==> src/rtl/rheed_pkg.sv <==
// Shared types and constants for the outbound result packing path.
package rheed_pkg;

  localparam int AXIS_DATA_W = 256;
  localparam int AXIS_KEEP_W = 32;

  typedef enum logic [1:0] {
    IDLE,
    RUN,
    DRAIN
  } state_t;

  // Byte-enable mask covering the low used_lanes lanes of a beat.
  function automatic logic [AXIS_KEEP_W-1:0] keep_mask(input int used_lanes,
                                                       input int lane_bytes);
    logic [AXIS_KEEP_W-1:0] mask;
    mask = '0;
    for (int i = 0; i < AXIS_KEEP_W; i++) begin
      mask[i] = (i < used_lanes * lane_bytes);
    end
    return mask;
  endfunction

endpackage

==> src/rtl/axis_beat_reg.sv <==
// Single-entry register holding one outbound 256-bit beat; a new beat may
// load in the same cycle the held beat is accepted downstream.
module axis_beat_reg
  import rheed_pkg::*;
(
  input  logic                   clk,
  input  logic                   rst,
  input  logic                   load,
  input  logic [AXIS_DATA_W-1:0] load_data,
  input  logic [AXIS_KEEP_W-1:0] load_keep,
  input  logic                   load_last,
  input  logic                   tready,
  output logic                   tvalid,
  output logic [AXIS_DATA_W-1:0] tdata,
  output logic [AXIS_KEEP_W-1:0] tkeep,
  output logic                   tlast,
  output logic                   fire,
  output logic                   busy
);

  assign fire = tvalid && tready;
  assign busy = tvalid && !tready;

  // The producer only asserts load when the register is empty or draining,
  // so a pending beat is never overwritten.
  always_ff @(posedge clk) begin
    if (rst) begin
      tvalid <= 1'b0;
      tdata  <= '0;
      tkeep  <= '0;
      tlast  <= 1'b0;
    end else if (load) begin
      tvalid <= 1'b1;
      tdata  <= load_data;
      tkeep  <= load_keep;
      tlast  <= load_last;
    end else if (fire) begin
      tvalid <= 1'b0;
    end
  end

endmodule

==> src/rtl/result_packer.sv <==
// Packs a single-pixel AXI Stream into 256-bit beats, one pixel per lane,
// marking the frame end with tlast and a byte-masked final beat.
module result_packer
  import rheed_pkg::*;
#(
  parameter int PIXEL_BIT_WIDTH = 10,
  parameter int LANE_WIDTH      = 16,
  parameter int OUT_ROWS        = 20,
  parameter int OUT_COLS        = 20
) (
  input  logic                       clk,
  input  logic                       srst,
  input  logic                       s_axis_resetn,
  input  logic                       ap_start,
  output logic                       ap_idle,
  output logic                       ap_done,
  input  logic                       s_axis_tvalid,
  output logic                       s_axis_tready,
  input  logic [PIXEL_BIT_WIDTH-1:0] s_axis_tdata,
  output logic                       m_axis_tvalid,
  input  logic                       m_axis_tready,
  output logic [AXIS_DATA_W-1:0]     m_axis_tdata,
  output logic [AXIS_KEEP_W-1:0]     m_axis_tkeep,
  output logic                       m_axis_tlast
);

  localparam int N          = AXIS_DATA_W / LANE_WIDTH;
  localparam int F          = OUT_ROWS * OUT_COLS;
  localparam int PIX_W      = (F > 1) ? $clog2(F) : 1;
  localparam int LANE_W     = (N > 1) ? $clog2(N) : 1;
  localparam int LANE_BYTES = LANE_WIDTH / 8;
  localparam logic [PIX_W-1:0]  PIX_LAST  = PIX_W'(F - 1);
  localparam logic [LANE_W-1:0] LANE_LAST = LANE_W'(N - 1);

  generate
    if (PIXEL_BIT_WIDTH > LANE_WIDTH) begin : g_bad_pixel_width
      $error("result_packer: PIXEL_BIT_WIDTH must not exceed LANE_WIDTH");
    end
    if ((AXIS_DATA_W % LANE_WIDTH) != 0 || (LANE_WIDTH % 8) != 0) begin : g_bad_lane_width
      $error("result_packer: LANE_WIDTH must be a whole number of bytes dividing 256");
    end
  endgenerate

  state_t                 state;
  logic [PIX_W-1:0]       pix_cnt;
  logic [LANE_W-1:0]      lane_cnt;
  logic [AXIS_DATA_W-1:0] acc;
  logic [AXIS_DATA_W-1:0] beat_data;
  logic [AXIS_KEEP_W-1:0] beat_keep;
  logic                   rst_int;
  logic                   last_pixel;
  logic                   closing;
  logic                   accept;
  logic                   out_busy;
  logic                   beat_fire;

  assign rst_int       = srst || !s_axis_resetn;
  assign last_pixel    = (pix_cnt == PIX_LAST);
  assign closing       = (lane_cnt == LANE_LAST) || last_pixel;
  assign s_axis_tready = (state == RUN) && !(closing && out_busy);
  assign accept        = s_axis_tvalid && s_axis_tready;
  assign ap_idle       = (state == IDLE);
  assign ap_done       = (state == DRAIN) && beat_fire && m_axis_tlast && !rst_int;

  // Accumulator with the incoming pixel merged in; lanes above the current
  // one are still zero because the accumulator is cleared after each beat.
  always_comb begin
    beat_data = acc;
    beat_data[lane_cnt * LANE_WIDTH +: LANE_WIDTH] = LANE_WIDTH'(s_axis_tdata);
    beat_keep = keep_mask(int'(lane_cnt) + 1, LANE_BYTES);
  end

  always_ff @(posedge clk) begin
    if (rst_int) begin
      state    <= IDLE;
      pix_cnt  <= '0;
      lane_cnt <= '0;
      acc      <= '0;
    end else begin
      case (state)
        IDLE: begin
          if (ap_start) begin
            state    <= RUN;
            pix_cnt  <= '0;
            lane_cnt <= '0;
            acc      <= '0;
          end
        end
        RUN: begin
          if (accept) begin
            pix_cnt <= last_pixel ? '0 : pix_cnt + 1'b1;
            if (closing) begin
              lane_cnt <= '0;
              acc      <= '0;
            end else begin
              lane_cnt <= lane_cnt + 1'b1;
              acc      <= beat_data;
            end
            if (last_pixel) begin
              state <= DRAIN;
            end
          end
        end
        DRAIN: begin
          if (beat_fire && m_axis_tlast) begin
            state <= IDLE;
          end
        end
        default: state <= IDLE;
      endcase
    end
  end

  axis_beat_reg u_beat_reg (
    .clk       (clk),
    .rst       (rst_int),
    .load      (accept && closing),
    .load_data (beat_data),
    .load_keep (beat_keep),
    .load_last (last_pixel),
    .tready    (m_axis_tready),
    .tvalid    (m_axis_tvalid),
    .tdata     (m_axis_tdata),
    .tkeep     (m_axis_tkeep),
    .tlast     (m_axis_tlast),
    .fire      (beat_fire),
    .busy      (out_busy)
  );

endmodule
==> config.mk <==
export PLATFORM = sky130hd
export DESIGN_NAME = result_packer
export DESIGN_NICKNAME = d
export VERILOG_FILES = /design/src/rtl/rheed_pkg.sv /design/src/rtl/axis_beat_reg.sv /design/src/rtl/result_packer.sv
export SDC_FILE = /design/constraint.sdc
export NUM_CORES = 1
export LEC_CHECK = 0
export BUFFER_PORTS_ARGS = -buffer_cell sky130_fd_sc_hd__buf_2
export CAP_MARGIN = 20
export CORE_ASPECT_RATIO = 0.8
export CORE_MARGIN = 4
export CORE_UTILIZATION = 55
export CTS_BUF_LIST = sky130_fd_sc_hd__clkbuf_4 sky130_fd_sc_hd__clkbuf_8
export DETAILED_ROUTE_END_ITERATION = 16
export PLACE_DENSITY_LB_ADDON = 0.15
export SLEW_MARGIN = 30
export SYNTH_ARGS = -nofsm -noshare
export SYNTH_HDL_FRONTEND = slang
export SYNTH_SLANG_ARGS = --single-unit
export TNS_END_PERCENT = 20
==> constraint.sdc <==
create_clock -name clk -period 2.85 [get_ports clk]
set_input_delay 0 -clock clk [delete_from_list [all_inputs] [get_ports clk]]
set_output_delay 0 -clock clk [all_outputs]
set_load 0.01 [all_outputs]
-- Word-level counts from Yosys, hierarchy flattened
Index checks and enable logic that the tools add are counted.
- add/subtract/negate cells: 4
- magnitude comparators: 32
- eq/ne operators: 8
- shifts and indexed selects: 2
- multiplexer cells: 20
- reduce and logical (&&, ||, !) cells: 21
- operators by type and width (kind ; number):
    two-way mux 256 bit ; 3
    one-hot mux 256 bit (2 select lines) ; 1
    bitwise mux 256 bit ; 1
    variable shift 16 x 34 -> 256 bit, first input constant ; 1
    variable part select 16 x 34 -> 256 bit ; 1
    < comparator 5 x 6 -> 1 bit, first input constant ; 16
    < comparator 4 x 6 -> 1 bit, first input constant ; 8
    negation 8 -> 34 bit ; 1
    two-way mux 9 bit ; 3
    < comparator 3 x 6 -> 1 bit, first input constant ; 4
    one-hot mux 9 bit (2 select lines) ; 1
    < comparator 1 x 6 -> 1 bit, first input constant ; 2
    < comparator 2 x 6 -> 1 bit, first input constant ; 2
    two-way mux 4 bit ; 3
    logical AND 1 bit ; 10
    adder 9 x 1 -> 9 bit, second input constant ; 1
    equality test 9 bit, second input constant ; 1
    two-way mux 2 bit ; 4
    one-hot mux 4 bit (2 select lines) ; 1
    != test 2 bit, second input constant ; 3
    one-hot mux 2 bit (3 select lines) ; 1
    adder 4 x 1 -> 5 bit, second input constant ; 1
    adder 4 x 1 -> 4 bit, second input constant ; 1
    equality test 4 bit, second input constant ; 1
    other kinds (10) ; 16
- bits in registers: 561
- input port bits: 16
- output and inout bits: 293
- logic and storage cells: 95

-- Depth between registers and ports, before layout
Gate-level depths: netlist of run 1.
- depth in word-level cells: 8
- gate-level depth with buffers: 11
- depth with buffers taken out: 7

-- Hierarchy
From an unflattened synthesis of run 1, not the netlist that was laid out.
- cells, all modules: 2250
- area total of the unflattened synthesis: 21554.4 sq um
- by module, submodules not included (module ; instances ; cells each ; area each (sq um) ; sequential area each (sq um)):
    result_packer ; 1 ; 1315 ; 11427.2 ; 5425.2
    axis_beat_reg ; 1 ; 935 ; 10127.2 ; 5805.6

-- Least setup slack after synthesis of run 1
Ideal clock, no wire load.
- path kind: register -> register
- from: register lane_cnt[2]
- to: register acc[100]
- library setup time: 0.062 ns
- arrival time: 2.535 ns
- required time: 2.788 ns
- setup slack: 0.253 ns
- stages on the path, launching flop included: 9
- buffers on the path: 3
- period minus slack after synthesis: 2.597 ns
- path through: dfxtp_1 buf_2 clkbuf_1 nor3_1 ha_1 clkbuf_1 o211ai_1 nor3_1 a32o_1
- word-level cells in the longest chain between the ends: 8
- elaborated cells between the ends (all ways): 15
- those cells by class: 1 x add/sub; 2 x eq/ne; 2 x shift; 4 x mux; 6 x reduce/logical
- ends and longest elaborated chain (element ; RTL line ; RTL):
    start, declared ; result_packer.sv:46 ; logic [LANE_W-1:0] lane_cnt;
    start signal, assigned ; result_packer.sv:96 ; lane_cnt <= lane_cnt + 1'b1;
    parallel branches: the longest is 8 deep, another holds negation 8 -> 34 bit ; - ;
    end signal, assigned ; result_packer.sv:97 ; acc <= beat_data;
    end, declared ; result_packer.sv:47 ; logic [AXIS_DATA_W-1:0] acc;
Parallel ways; which one is timed is not known. The select of a mux whose other input is x is not followed.
A chain may end at the register's enable or synchronous reset.

-- Worst setup path after layout of run 1
- from: register lane_cnt[1]
- to: register acc[136]
The elaborated chain is that of the path after synthesis.

==> results.md, run 1 <==
* Pwr dens at 625 nW/um^2
* Share of cells above drive strength 1 at 22.4%
* Dpl hpwl at between 40 and 50 mm
* Clk pin slew, worst setup/hold paths at 60 ps
* Synth Instances at roughly 2200
* CTS tree: done
* R2R Path Start: lane_cnt[1]$_SDFFE_PN0P_
* Core area at between 30000 and 40000 um^2
* R2r worst-path depth at 7
* Top_reg_cell synth: dfxtp_1
* Port bufs at between 300 and 400
* Clock Latency Late Sink at 630 ps
* First-pass GRT wire length at ~94 mm
* WS Path Type: reg2reg
* Die area at around 40000 um^2
* Pre-CTS WS at ~180 ps
* Area of the multi-input gates at 8440 um^2
* CTS buffer count at 82
* Wire length per cell at about 20 um
* Post-synthesis sequential area ratio at a little over half
* Startpoint Class: flop
* Crit path max fanout at 17
* Worst slew pin tran at 788 ps
* EDFF count, synth at 0
* Final-stage net count at around 2500
* Via count at about 18000
* Post-Layout Cell Count at around 3000
* Leakage power at approximately 9.5 nW
* Synth-to-layout area growth at 18.7%
* Total wire length at 60.4 mm
* Post-DR vias/cell at around 6
* Sum Neg Setup Slack at 0 ps
* Fillers at approximately 3000
* Crit-path cells: inv_1 -> ha_1 -> nor3_1 -> o211ai_1 -> buf_4 -> nor2_2 -> a22o_1
* Critical Path Slowest Stage Cell: dfxtp_1
* Register-to-Register Setup Slack at 110 ps
* WP data required at between 3000 and 4000 ps
* GP Congestion at ~0.92
* CTS sink count at roughly 550
* Count leader, synth: dfxtp_1
* Number of global-route vias before repair at around 17000
* Ys Warns at 0
* H-tree depth at 3
* Post-layout power at around 15 mW
* DP Cell Count at ~2800
* Hold_sp: ap_start
* Post-synth ARST share at 0%
* Largest net degree at the start of global routing at 107
* RSZ-0062 raised after global routing: no
* Fmax at 0.365 GHz
* Synth area leaders: dfxtp_1, a21oi_1, o21ai_0, a32o_1, nand3_1
* Die Height at roughly 180 um
* Delay of the slowest critical-path stage at roughly 540 ps
* Crit path launch: lane_cnt[1]$_SDFFE_PN0P_
* CTS root buffer: clkbuf_8
* Rel. slew slack at 47.2%
* Top Ports at a little over 300
* Initial antenna violation count at 0
* Reg-to-reg critical path endpoint: acc[136]$_SDFFE_PN0P_
* Synthesized Nets at ~2200
* Clock Skews at about 34 ps
* DRC errors left at 0
* Final setup fails at 0
* Synthesized cell area at just over 20000 um^2
* DRT Pass-1 Iters at 8
* Worst Hold End: state[0]$_SDFFE_PN0P_
* Final Instance Area at 24100 um^2
* Seq. cell area at about 11000 um^2
* Placed Instance Area at between 20000 and 25000 um^2
* Final worst slack at roughly 110 ps
* Synth Area per Inst at between 9 and 10 um^2
* Die Wd at around 220 um
* ANT cells at 0
* Share of the synthesized area in the top cell type at ~54%
* Worst hold path depth at 4
* Yosys reg bits at between 500 and 600
* Post-synth top area cell: dfxtp_1
* GRT Util Overall at ~29%
* Worst min path class: in2reg
* Max clock buf depth at 3
* VDD IR max at around 0.00047 V
* Setup crit end kind: flop
* Post-synth top cells: dfxtp_1, a21oi_1, nand2_1
* Initial core utilization at roughly 56%
* Site row count at between 60 and 70
* Max cap viols at 0
* Worst path bufs/invs at 2
* Arrival @ worst endpoint at ~3300 ps
* Fin crit share at just under 100%
* Congestion Overflow GR at 0
* Worst path top cell family by delay: simple AND/OR/NAND/NOR gates
* Final Hold Viols at 0
* Clock period minus worst slack at around 2700 ps
* 1st-iter DRT viols at approximately 1900
* Pins Over Slew Limit at 0
* Post-synthesis cell type count at 63
* ANT nets after route at 0
* Status: completed
metrics by stage:
stage,hold WS (ps),util (%)
CTS,232,66.7
finish,291,66.8
global route,287,66.8
floorplan,147,-
global placement,308,61.2
detailed placement,329,61.2
registers in the layout, indices dropped and copies added (netlist names):
name,flops
pix_cnt,9
state,2
u_beat_reg.tlast,1
acc,256
u_beat_reg.tkeep,16
u_beat_reg.tvalid,1
u_beat_reg.tdata,256
lane_cnt,4
final cells by class:
cell class              instances  area share [%]
flip-flops and latches        545            45.2
multi-input cells            1442            35.0
repair buffers                392            9.63
clock buffers                 130            6.76
well taps                     480            2.49
clock inverters                18           0.840
inverters                       8           0.124
power breakdown:
part | internal (mW) | leakage, nW | switching (mW) | total (mW)
logic | 0.101 | 4.17 | 0.329 | 0.430
registers | 7.62 | 4.39 | 0.00568 | 7.63
clock network | 4.01 | 0.975 | 3.02 | 7.03
total | 11.7 | 9.53 | 3.35 | 15.1
worst min-delay path, cell delays in order:
cell and delay (ps):
dlygate4sd3_1 540, buf_2 130, o21ai_0 130, nor3_1 50
cells in the final DEF, fill, tap and decap left out, types with 10 or more instances in the layout:
cell type / instances
dlygate4sd3_1: 16
buf_2: 308
nand2_1: 178
clkinv_2: 10
buf_4: 59
clkbuf_8: 105
nand3_1: 143
and3_1: 23
nor3_1: 19
dfxtp_1: 545
a21oi_1: 342
a21oi_4: 11
mux2i_1: 40
clkbuf_4: 25
a22o_1: 40
a31oi_1: 22
and2_1: 91
a32o_1: 73
nor2_1: 131
a211oi_1: 11
o2bb2ai_1: 48
o21ai_0: 167
logic make-up (layout without fill, tap and decap cells):
logic type      count (synthesis)  in the layout  synth area share, %
flops                         545            545                 53.7
mux                            41             41                 2.02
xor+xnor                        3              3                0.129
fa+ha+maj                       7              7                0.431
simple gates                  645            645                 15.3
compound gates                746            746                 23.3
buf+inv                       219            548                 5.11
worst max path at each step:
stage | endpoint | slack [ps] | cells past startpoint
after floorplan | acc[100]$_SDFFE_PN0P_ | 250 | 8
final | acc[136]$_SDFFE_PN0P_ | 110 | 7
after CTS | acc[233]$_SDFFE_PN0P_ | 170 | 6
after detailed placement | acc[233]$_SDFFE_PN0P_ | 180 | 6
after global placement | acc[71]$_SDFFE_PN0P_ | 240 | 8
after global routing | acc[215]$_SDFFE_PN0P_ | 8 | 7
layer usage:
layer  up-vias  routed length, um  track usage [%]
met1      8495              26900             40.0
met3       109               4900             6.88
li1       8416                  -                -
met5         -                  0                0
met4         0               1540             8.16
met2       697              27100             44.7
timing repair:
action                                 CTS  global route
hold buffers                            16             0
setup endpoints to repair                0            23
endpoints found under the hold margin  147             0
resized for setup                        0             3
buffers inserted                         0             2
Power figures use the tool's default switching activity.
==> run 2, diff against run 1 <==
Clock period 2.85 ns to 2.8 ns, I/O delays scaled along.
==> results.md, run 2 (same netlist as run 1, synthesis figures left out) <==
* Status: completed (unchanged)
* Initial core utilization at 56.2% (unchanged)
* Pwr dens at 620 nW/um^2 (was 625 nW/um^2)
* Worst min path class: in2reg (unchanged)
* Number of global-route vias before repair at 16644 (was 16722)
* CTS sink count at 545 (unchanged)
* Arrival @ worst endpoint at 3140 ps (was 3300 ps)
* Fin crit share at 94.2% (was 96.0%)
* Worst path top cell family by delay: simple AND/OR/NAND/NOR gates (unchanged)
* Max clock buf depth at 3 (unchanged)
* Via count at 17612 (was 17717)
* Crit path max fanout at 16 (was 17)
* Biggest regs: acc: 256 flops, u_beat_reg.tdata: 256 flops, u_beat_reg.tkeep: 16 flops (unchanged)
* Commonest non-fill, non-tap cells in the layout: dfxtp_1, a21oi_1, buf_2 (unchanged)
* Clock Skews at 31.6 ps (was 34.2 ps)
* Final-stage net count at 2501 (was 2494)
* WS Path Type: reg2reg (unchanged)
* Core area at 36100 um^2 (unchanged)
* Initial antenna violation count at 0 (unchanged)
* Post-Layout Cell Count at 3009 (was 3015)
* Worst path bufs/invs at 2 (unchanged)
* 1st-iter DRT viols at 1786 (was 1864)
* CTS root buffer: clkbuf_8 (unchanged)
* ANT cells at 0 (unchanged)
* # Post-CTS Setup Buffers at 0 (unchanged)
* GP Congestion at 0.903 (was 0.916)
* Rel. slew slack at 35.9% (was 47.2%)
* Port bufs at 308 (unchanged)
* Leakage power at 9.49 nW (was 9.53 nW)
* First-pass GRT wire length at 95.6 mm (was 94.2 mm)
* ANT nets after route at 0 (unchanged)
* Max cap viols at 0 (unchanged)
* RSZ-0062 raised after global routing: no (unchanged)
* Total wire length at 60.5 mm (was 60.4 mm)
* Setup crit end kind: flop (unchanged)
* Largest net degree at the start of global routing at 108 (was 107)
* Wire length per cell at 20.1 um (was 20.0 um)
* Final Hold Viols at 0 (unchanged)
* Top Ports at 309 (unchanged)
* Congestion Overflow GR at 0 (unchanged)
* DRT Pass-1 Iters at 5 (was 8)
* DP Cell Count at 2859 (was 2849)
* Clk pin slew, worst setup/hold paths at 70 ps (was 60 ps)
* Crit-path cells: inv_1 -> ha_1 -> buf_4 -> or4_1 -> nand2_1 -> a21oi_2 -> a22o_1 (was inv_1 -> ha_1 -> nor3_1 -> o211ai_1 -> buf_4 -> nor2_2 -> a22o_1)
* Clock Latency Late Sink at 640 ps (was 630 ps)
* CTS tree: done (unchanged)
* Most common cell after layout, fill and taps aside: dfxtp_1 (unchanged)
* Final setup fails at 0 (unchanged)
* Sum Neg Setup Slack at 0 ps (unchanged)
* GRT Util Overall at 29.1% (was 28.7%)
* Synth-to-layout area growth at 18.3% (was 18.7%)
* Critical Path Slowest Stage Cell: or4_1 (was dfxtp_1)
* Site row count at 62 (unchanged)
* H-tree depth at 3 (unchanged)
* Startpoint Class: flop (unchanged)
* VDD IR max at 0.000473 V (was 0.000469 V)
* DRC errors left at 0 (unchanged)
* Worst slew pin tran at 962 ps (was 788 ps)
* Clock period minus worst slack at 2640 ps (was 2740 ps)
* Pins Over Slew Limit at 0 (unchanged)
* Delay of the slowest critical-path stage at 610 ps (was 540 ps)
* Die Height at 180 um (unchanged)
* Die Wd at 223 um (unchanged)
* Post-DR vias/cell at 5.85 (was 5.88)
* CTS buffer count at 82 (unchanged)
* Dpl hpwl at 40.9 mm (was 40.3 mm)
* Die area at 40100 um^2 (unchanged)
* Fmax at 0.379 GHz (was 0.365 GHz)
* WP data required at 3300 ps (was 3410 ps)
* Share of cells above drive strength 1 at 22.3% (was 22.4%)
-- run 2: tightest hold or removal path, cell delays in order --
cell and delay (ps):
buf_2 110, a31oi_1 180, o22a_1 210, buf_4 160, nand2_1 70, a21oi_1 50
-- run 2: layer usage --
layer | track usage (%) | share of wire (%) | wire length, um | up-vias
met5 | 0 | 0 | 0 | -
met4 | 8.21 | 2.5 | 1500 | 0
met3 | 6.20 | 8.1 | 4900 | 114
met2 | 45.2 | 45 | 27300 | 684
met1 | 41.4 | 44 | 26800 | 8391
li1 | - | - | - | 8423
-- run 2: power by group --
part	internal, mW	switching, mW
Combinational	0.101	0.336
Sequential	7.76	0.00591
Clock	3.75	2.97
Total	11.6	3.31
-- run 2: worst paths after layout --
| path | startpoint | to | slack, ps | depth (start not counted) |
|---|---|---|---|---|
| worst max-delay path | lane_cnt[1]$_SDFFE_PN0P_ | acc[2]$_SDFFE_PN0P_ | 160 | 7 |
| worst min-delay path | s_axis_tvalid | lane_cnt[0]$_SDFFE_PN0P_ | 180 | 6 |
| worst max register to register | lane_cnt[1]$_SDFFE_PN0P_ | acc[2]$_SDFFE_PN0P_ | 160 | 7 |
| worst min register to register | u_beat_reg.tdata[222]$_SDFFE_PN0P_ | u_beat_reg.tdata[222]$_SDFFE_PN0P_ | 450 | 2 |
-- run 2: layout make-up --
cell class / count / area [um^2]
timing repair buffer: 399 / 2360
tap: 480 / 601
fill: 2989 / 12100
clock buffer: 127 / 1620
inverter: 8 / 30.0
sequential: 545 / 10900
multi-input combinational: 1442 / 8460
clock inverter: 8 / 73.8
-- run 2: through the flow --
step                util (%)  hold WS [ps]  setup slack, ps  instance area [um^2]  total power [mW]
finish                  66.6           182              163                 24100              14.9
global route            66.6           207             40.0                 24100              15.4
CTS                     66.4           114             70.9                 24000              15.0
detailed placement      61.3           338              102                 22200              8.34
global placement        61.3           317              199                 22200              8.33
floorplan                  -           147              203                 20300              8.19
-- run 2: what timing repair did --
| action | CTS | global route |
|---|---|---|
| endpoints found under the setup margin | 0 | 97 |
| hold endpoints to repair | 149 | 0 |
| resized for setup | 0 | 7 |
| hold buffers | 15 | 0 |
==> run 3, diff against run 2 <==
Settings changed: BUFFER_PORTS_ARGS -buffer_cell sky130_fd_sc_hd__buf_2 to unset, DONT_BUFFER_PORTS set to 1, GPL_TIMING_DRIVEN set to 0.
==> results.md, run 3 (same netlist as run 1, synthesis figures left out) <==
* CTS tree: done (unchanged)
* Number of global-route vias before repair at 16988 (was 16644)
* Status: finished, violations left (was completed)
* Final Hold Viols at 0 (unchanged)
* RSZ-0062 raised after global routing: yes (was no)
* Dpl hpwl at 50.4 mm (was 40.9 mm)
* Synth-to-layout area growth at 14.3% (was 18.3%)
* CTS root buffer: clkbuf_8 (unchanged)
* Worst min path class: in2reg (unchanged)
* Final setup fails at 8 (was 0)
* Rel. slew slack at 28.1% (was 35.9%)
* Placed Instance Area at 20900 um^2 (was 22200 um^2)
* Initial antenna violation count at 2 (was 0)
* Share of cells above drive strength 1 at 14.0% (was 22.3%)
* Core area at 36100 um^2 (unchanged)
* Via count at 18177 (was 17612)
* VDD IR max at 0.000410 V (was 0.000473 V)
* Clock Skews at 24.8 ps (was 31.6 ps)
* Max clock buf depth at 3 (unchanged)
* Worst slew pin tran at 1080 ps (was 962 ps)
* CTS sink count at 545 (unchanged)
* Congestion Overflow GR at 0 (unchanged)
* Worst slack on hold paths at 62.7 ps (was 182 ps)
* 1st-iter DRT viols at 2185 (was 1786)
* Final Instance Area at 23200 um^2 (was 24100 um^2)
* WP data required at 3310 ps (was 3300 ps)
* ANT nets after route at 0 (unchanged)
* Arrival @ worst endpoint at 3370 ps (was 3140 ps)
* CTS buffer count at 82 (unchanged)
* H-tree depth at 3 (unchanged)
* Clock Latency Late Sink at 660 ps (was 640 ps)
* Final worst slack at -53.8 ps (was 163 ps)
* Total wire length at 70.9 mm (was 60.5 mm)
* Post-layout power at 15.1 mW (was 14.9 mW)
* Pre-CTS WS at -695 ps (was 102 ps)
* Port bufs at 0 (was 308)
* Top Ports at 309 (unchanged)
* Met2 global-route usage at 48.4% (was 45.2%)
* Pwr dens at 650 nW/um^2 (was 620 nW/um^2)
* Die Height at 180 um (unchanged)
* WS Path Type: reg2reg (unchanged)
* Die Wd at 223 um (unchanged)
* DRT Pass-1 Iters at 6 (was 5)
* Initial core utilization at 56.2% (unchanged)
* Startpoint Class: flop (unchanged)
* GRT Util Overall at 33.4% (was 29.1%)
* Fmax at 0.350 GHz (was 0.379 GHz)
* Clk pin slew, worst setup/hold paths at 60 ps (was 70 ps)
* Die area at 40100 um^2 (unchanged)
* Clock period minus worst slack at 2850 ps (was 2640 ps)
* Failing checks: negative setup slack
* Met3 Use GR at 12.0% (was 6.20%)
* Grt peak-use layer: met2 (unchanged)
* Post-DR vias/cell at 6.34 (was 5.85)
* Max cap viols at 0 (unchanged)
* Pins Over Slew Limit at 0 (unchanged)
* Crit path max fanout at 10 (was 16)
* Site row count at 62 (unchanged)
* Commonest non-fill, non-tap cells in the layout: dfxtp_1, a21oi_1, nand2_1 (was dfxtp_1, a21oi_1, buf_2)
* Largest net degree at the start of global routing at 12 (was 108)
* Setup crit end kind: flop (unchanged)
* Sum Neg Setup Slack at -135 ps (was 0 ps)
* First-pass GRT wire length at 105 mm (was 95.6 mm)
* Final-stage net count at 2344 (was 2501)
* M1 GR Usage at 46.3% (was 41.4%)
* DRC errors left at 0 (unchanged)
* Most common cell after layout, fill and taps aside: dfxtp_1 (unchanged)
* Biggest regs: acc: 256 flops, u_beat_reg.tdata: 256 flops, u_beat_reg.tkeep: 16 flops (unchanged)
* Wire length per cell at 24.7 um (was 20.1 um)
* GP Congestion at 0.956 (was 0.903)
* Leakage power at 8.18 nW (was 9.49 nW)
* Fin crit share at 102% (was 94.2%)
## run 3: per-stage QoR
step	util [%]	std cells
final	64.3	2868
after global routing	64.2	2865
after CTS	63.9	2862
after detailed placement	57.9	2686
after global placement	57.9	2686
after floorplan	-	2206
## run 3: worst paths after layout
check	from	to	slack [ps]	depth (start not counted)
max	pix_cnt[0]$_SDFFE_PN0P_	u_beat_reg.tdata[153]$_SDFFE_PN0P_	-50	9
min	s_axis_tvalid	pix_cnt[0]$_SDFFE_PN0P_	60	3
max reg2reg	pix_cnt[0]$_SDFFE_PN0P_	u_beat_reg.tdata[153]$_SDFFE_PN0P_	-50	9
min reg2reg	acc[10]$_SDFFE_PN0P_	acc[10]$_SDFFE_PN0P_	460	1
## run 3: cell type report
type | count | area [um^2]
antenna | 5 | 12.5
buffer | 210 | 1080
clock buffer | 136 | 1670
clock inverter | 10 | 67.6
fill | 3096 | 12900
inverter | 8 | 30.0
multi-input combinational | 1442 | 8560
sequential | 545 | 10900
tap | 480 | 601
timing repair buffer | 32 | 308
## run 3: report_power, final
group,internal [mW],leakage [nW],switching [mW]
logic,0.115,2.87,0.403
registers,7.76,4.39,0.00292
clock network,3.75,0.923,3.06
## run 3: routing by layer
metal	wire length (um)	vias up
li1	-	8126
met1	29600	8816
met2	30000	1059
met3	8470	174
met4	2720	2
met5	13	-
## run 3: critical path: stages, from the launching register on
cell and delay, ps:
dfxtp_1 460, ha_1 310, nand4_1 210, o21ai_4 220, buf_6 230, nand2_2 90
buf_2 280, clkbuf_1 450, a211oi_1 390, nor3_1 80
## run 3: timing repair
action                                  4_1_cts  5_1_grt
endpoints found under the hold margin       233        0
endpoints found under the setup margin      490      288
cloned                                        0        0
gates resized for setup                      41       50
hold buffers                                 17        0
pin swaps                                     7        2
buffers inserted                             14        1
